--- config.mk ---
export PLATFORM = sky130hd
export DESIGN_NAME = mux16_scan_ctrl
export DESIGN_NICKNAME = d
export VERILOG_FILES = /design/src/rtl/mux16_scan_ctrl.sv
export SDC_FILE = /design/constraint.sdc
export NUM_CORES = 1
export LEC_CHECK = 0
export ABC_CLOCK_PERIOD_IN_PS = 2800
export CAP_MARGIN = 20
export CORE_MARGIN = 3
export CORE_UTILIZATION = 29
export DETAILED_ROUTE_END_ITERATION = 8
export PLACE_DENSITY_LB_ADDON = 0.25
export SLEW_MARGIN = 5
export SYNTH_ARGS = -nofsm -noshare
export SYNTH_HDL_FRONTEND = slang
export SYNTH_SLANG_ARGS = --single-unit
--- constraint.sdc ---
create_clock -name clk -period 2.8 [get_ports clk]
set_input_delay 0.56 -clock clk [delete_from_list [all_inputs] [get_ports clk]]
set_output_delay 0.56 -clock clk [all_outputs]
set_load 0.005 [all_outputs]
--- src/rtl/mux16_scan_ctrl.sv ---
// mux16_scan_ctrl
//   Select sequencer for a downstream 16:1 single-bit mux. It steps the mux
//   select through channels 0..15. On each enabled channel it waits SETTLE
//   extra cycles, then samples the mux output. The 16 samples form one frame,
//   which is offered on a valid/ready handshake.
//
// Parameters:
//   SETTLE       extra cycles sel is held before sampling an enabled channel
//                (0..255)
//
// Ports:
//   clk          rising-edge clock
//   rst          asynchronous active-high reset
//   start        scan request, only honoured in IDLE
//   chan_mask    per-channel enable, latched when start is accepted
//   mux_in       output of the downstream mux (depends combinationally on sel)
//   sel          select driven to the mux
//   frame        assembled scan result, bit n = channel n
//   frame_valid  frame available (DONE state)
//   frame_ready  consumer accepts frame
//   busy         high while scanning or holding a frame
//
// Configuration macro:
//   MUX16_SCAN_AUTO_EN  when defined, a completed handshake restarts the scan
//                       with the held mask instead of returning to IDLE.

module mux16_scan_ctrl #(
  parameter int SETTLE = 2
) (
  input  logic        clk,
  input  logic        rst,
  input  logic        start,
  input  logic [15:0] chan_mask,
  input  logic        mux_in,
  output logic [3:0]  sel,
  output logic [15:0] frame,
  output logic        frame_valid,
  input  logic        frame_ready,
  output logic        busy
);

  // The dwell counter only has to count up to SETTLE. It keeps at least one bit.
  localparam int              DW       = (SETTLE < 1) ? 1 : $clog2(SETTLE + 1);
  localparam logic [DW-1:0]   SETTLE_Q = DW'(SETTLE);

  typedef enum logic [1:0] {
    IDLE,
    SCAN,
    DONE
  } state_t;

  state_t         state;
  state_t         state_nxt;
  logic [15:0]    mask_q;
  logic [3:0]     ch;
  logic [DW-1:0]  dwell;
  logic           chan_last;

  // A masked channel takes exactly one cycle. An enabled channel ends on
  // the cycle in which the dwell counter has reached SETTLE.
  assign chan_last = !mask_q[ch] || (dwell == SETTLE_Q);

  // State register
  always_ff @(posedge clk or posedge rst) begin
    if (rst) begin
      state <= IDLE;
    end else begin
      state <= state_nxt;
    end
  end

  // Next-state logic. Channel 15 is detected explicitly, so ch never wraps.
  always_comb begin
    state_nxt = state;
    case (state)
      IDLE: begin
        if (start) begin
          state_nxt = SCAN;
        end
      end
      SCAN: begin
        if (chan_last && (ch == 4'd15)) begin
          state_nxt = DONE;
        end
      end
      DONE: begin
        if (frame_ready) begin
`ifdef MUX16_SCAN_AUTO_EN
          state_nxt = SCAN;
`else
          state_nxt = IDLE;
`endif
        end
      end
      default: state_nxt = IDLE;
    endcase
  end

  // Datapath: mask latch, channel/dwell counters and frame assembly.
  // The sample is taken only at the edge that ends a channel. That edge comes
  // after sel has been stable for SETTLE+1 cycles. A masked channel simply
  // contributes a zero.
  always_ff @(posedge clk or posedge rst) begin
    if (rst) begin
      mask_q <= 16'h0000;
      ch     <= 4'd0;
      dwell  <= '0;
      frame  <= 16'h0000;
    end else begin
      case (state)
        IDLE: begin
          if (start) begin
            mask_q <= chan_mask;
            ch     <= 4'd0;
            dwell  <= '0;
            frame  <= 16'h0000;
          end
        end
        SCAN: begin
          if (chan_last) begin
            frame[ch] <= mask_q[ch] & mux_in;
            dwell     <= '0;
            if (ch != 4'd15) begin
              ch <= ch + 4'd1;
            end
          end else if (dwell != SETTLE_Q) begin
            dwell <= dwell + DW'(1);
          end
        end
        DONE: begin
`ifdef MUX16_SCAN_AUTO_EN
          if (frame_ready) begin
            ch    <= 4'd0;
            dwell <= '0;
            frame <= 16'h0000;
          end
`endif
        end
        default: begin
          ch    <= 4'd0;
          dwell <= '0;
        end
      endcase
    end
  end

  // Output decode. In DONE, ch rests at 15, so sel stays frozen on the last channel.
  always_comb begin
    sel         = 4'd0;
    busy        = 1'b0;
    frame_valid = 1'b0;
    case (state)
      SCAN: begin
        sel  = ch;
        busy = 1'b1;
      end
      DONE: begin
        sel         = ch;
        busy        = 1'b1;
        frame_valid = 1'b1;
      end
      default: begin
        sel         = 4'd0;
        busy        = 1'b0;
        frame_valid = 1'b0;
      end
    endcase
  end

endmodule

==> metrics, run 1 <==
outcome finished, final reports clean; Post-Syn Area per Cell between 10 and 15 µm²; leak pwr roughly 1.2 nW; critical path arrival 2.66 ns; critical path class reg2reg; Worst-path clk slew 0.09 ns; worst skew pair latency 0.30 ns; CP max FO 10; final setup violating endpoints 0; critical path required time 2.98 ns; Congestion Overflow GR 0; Startpoint Class flop; Die ar. between 0.008 and 0.009 mm²; RSZ-0062 raised after global routing false; clock tree sinks 40; initial core utilization 0.302; first-pass GRT wire length roughly 9200 µm; diode count 0; worst hold-check path type reg2reg; Clock Tree Root clkbuf_8; Hold Slack roughly 0.5 ns; H-tree Lvls 2; total wire length 5270 µm; die height 93.4 µm; Setup crit end kind flop; setup_tns 0 ns; DRT antenna net count 0; vias 1,760; Max Root-Sink Buffers 2; Pre-Repair DR Iteration Count 4; DRC Markers 0; VDD IR max just over 0.4 mV; min Tclk post-route 2.47 ns; Hold Fails Final Rpt 0; share of layout cells above drive strength 1 0.150; placed cell areas 0.00274 mm²; initial antenna violation count 0; post-cts resize count 0; Setup Buffers After CTS 0; Die W slightly above 90 µm; Post-Place Cells ~340; vias per cell approximately 5; initial DRC count about 140; Slew Viols, Final 0; Tcrit/Tclk final 0.883; pwr/cell area about 800 mW/mm²; Core ar. around 0.0073 mm²; TritonCTS clock tree done; synthesized flop and latch total 40; pin count of the biggest net entering global routing just over 40; layout net count around 280; worst relative slew slack 0.556; Fill cells slightly above 700; max incr delay on CP between 0.6 and 0.7 ns; GPL Wtd Cong between 0.7 and 0.8; Synthesized Nets about 240; register area share after synthesis 0.452; synthesized instance count 209; Syn Std Cell Area around 0.0022 mm²; Wirelength per Cell around 15 µm; Post-CTS Hold Fix Bufs 0; DP HPWL 3820 µm; I/O pins 43; All-Layer GR Usage 0.133; Peak Freq roughly 400 MHz; CP Cell Sequence mux4_1 -> o21ai_1 -> o22ai_2 -> or2_1 -> a221o_1; fin cells between 300 and 400; I/O Buffers 42; Rows 31; synth unique cells 43; CTS Buf Count 5; vias in the first global route 1,869; Crit-path slowest cell mux4_1; Yosys warning total 0; Final Skew 0.00778 ns; max cap viols 0; Worst-Margin Slew between 0.6 and 0.7 ns; area added between synthesis and finish 28.9%; Final Cell Area between 0.002 and 0.003 mm²
[synth_stat cells]
cell	n	area (µm²)
nor3_1	5	25.0
a22o_1	1	8.76
a311oi_1	2	17.5
o22ai_2	1	12.5
buf_2	3	15.0
a31oi_1	5	31.3
mux4_1	1	26.3
nand3_1	4	20.0
a211o_1	7	61.3
a221o_1	2	20.0
mux2_2	18	203
or3_1	2	12.5
o311ai_0	1	8.76
o221a_2	1	11.3
o21ai_2	1	8.76
nand4_1	4	25.0
a21oi_1	15	75.1
ha_1	8	100
a32o_1	3	30.0
o21ai_1	2	10.0
and2_1	7	43.8
a41oi_1	1	8.76
mux4_2	1	22.5
nor2b_1	4	25.0
buf_6	2	22.5
a2111oi_0	1	8.76
o21bai_1	1	7.51
inv_1	11	41.3
clkbuf_1	7	26.3
or2_1	1	6.26
dfrtp_1	40	1000
nand2_1	11	41.3
o21ai_0	4	20.0
nand2b_1	3	18.8
a21o_1	1	7.51
and3_1	9	56.3
o32a_1	1	10.0
o22ai_1	1	6.26
o2111ai_1	2	17.5
o221ai_2	2	30.0
mux2_1	2	22.5
nor2_1	9	33.8
o31ai_1	2	15.0
[sequential cells by signal, summed over array words and instances, names as in the netlist]
| register | count |
|---|---|
| frame | 16 |
| mask_q | 16 |
| ch | 4 |
| dwell | 2 |
| state | 2 |
[worst max-delay path, delay by kind of cell (launching register included)]
kind / cells / cell delay [ns]
DFF: 1 / 0.55
AOI/OAI and AO/OA: 3 / 0.75
muxes: 1 / 0.65
and+or+nand+nor: 1 / 0.40
[path summary, 6_finish.rpt]
check | start | to | slack (ns) | depth (start not counted)
worst max-delay path | ch[0] | frame[7] | 0.33 | 5
worst min-delay path | frame[8] | frame[8] | 0.50 | 1
worst min register to register | frame[8] | frame[8] | 0.50 | 1
max in group asynchronous | rst | frame[0] | 1.77 | 3
min in group asynchronous | rst | mask_q[11] | 0.67 | 3
worst max register to register | ch[0] | frame[7] | 0.33 | 5
[where the power goes]
| group | internal [mW] | switching [mW] | total, mW |
|---|---|---|---|
| Combinational | 0.437 | 0.564 | 1.00 |
| Sequential | 0.726 | 0.102 | 0.827 |
| Clock | 0.269 | 0.225 | 0.494 |
[per-layer routing]
metal	global-route usage	part of all wire	wire, µm	vias up
met5	0	0	0	-
met4	0.0440	0.016	85	0
met3	0.0249	0.043	225	4
met2	0.217	0.47	2470	34
met1	0.177	0.47	2500	860
li1	-	-	-	862
[area by class of cell]
class / count / area (µm²) / area share
Clock buffer: 5 / 68.8 / 0.0241
Clock inverter: 3 / 46.3 / 0.0162
Sequential cell: 40 / 1000 / 0.351
Tap cell: 99 / 124 / 0.0434
Timing Repair Buffer: 48 / 465 / 0.163
Multi-Input combinational cell: 146 / 1110 / 0.388
Inverter: 11 / 41.3 / 0.0145
[cells in the final DEF, fill, tap and decap left out, types with 4 or more instances in the layout]
master           instances
clkbuf_8                 5
mux2_2                  18
buf_4                    6
ha_1                     8
and2_1                   7
o21ai_0                  4
a31oi_1                  5
nor2_1                   9
nor3_1                   5
a21oi_1                 15
nand2_1                 11
nand4_1                  4
and3_1                   9
clkdlybuf4s50_1         42
dfrtp_1                 40
inv_1                   11
nand3_1                  4
a211o_1                  7
nor2b_1                  4
[through the flow]
| stage | utilization | power [mW] | worst slack [ns] |
|---|---|---|---|
| 3_5_place_dp | 0.374 | 1.85 | 0.310 |
| 6_report | 0.389 | 2.32 | 0.327 |
| 3_3_place_gp | 0.374 | 1.83 | 0.362 |
| 4_1_cts | 0.389 | 2.34 | 0.288 |
| 5_1_grt | 0.389 | 2.51 | 0.167 |
| 2_1_floorplan | - | 1.60 | 0.636 |
[logic make-up (layout without fill, tap and decap cells)]
group / after synthesis / after routing / synth area share
AND/OR/NAND/NOR: 59 / 59 / 0.139
AO/OA/AOI/OAI: 57 / 57 / 0.193
flip-flops: 40 / 40 / 0.452
buffers and inverters: 23 / 67 / 0.0475
multiplexers: 22 / 22 / 0.124
adder cells (fa/ha/maj): 8 / 8 / 0.0452
Note: power is estimated with default switching activity, not from simulation.
==> run 2, diff against run 1 <==
--- a/config.mk
+++ b/config.mk
@@ -9,6 +9,7 @@
 export CAP_MARGIN = 20
 export CORE_MARGIN = 3
 export CORE_UTILIZATION = 29
+export CTS_CLUSTER_SIZE = 24
 export DETAILED_ROUTE_END_ITERATION = 8
 export PLACE_DENSITY_LB_ADDON = 0.25
 export SLEW_MARGIN = 5
==> results of run 2 <==
Final layout, timing and power as in run 1 (identical DEF).
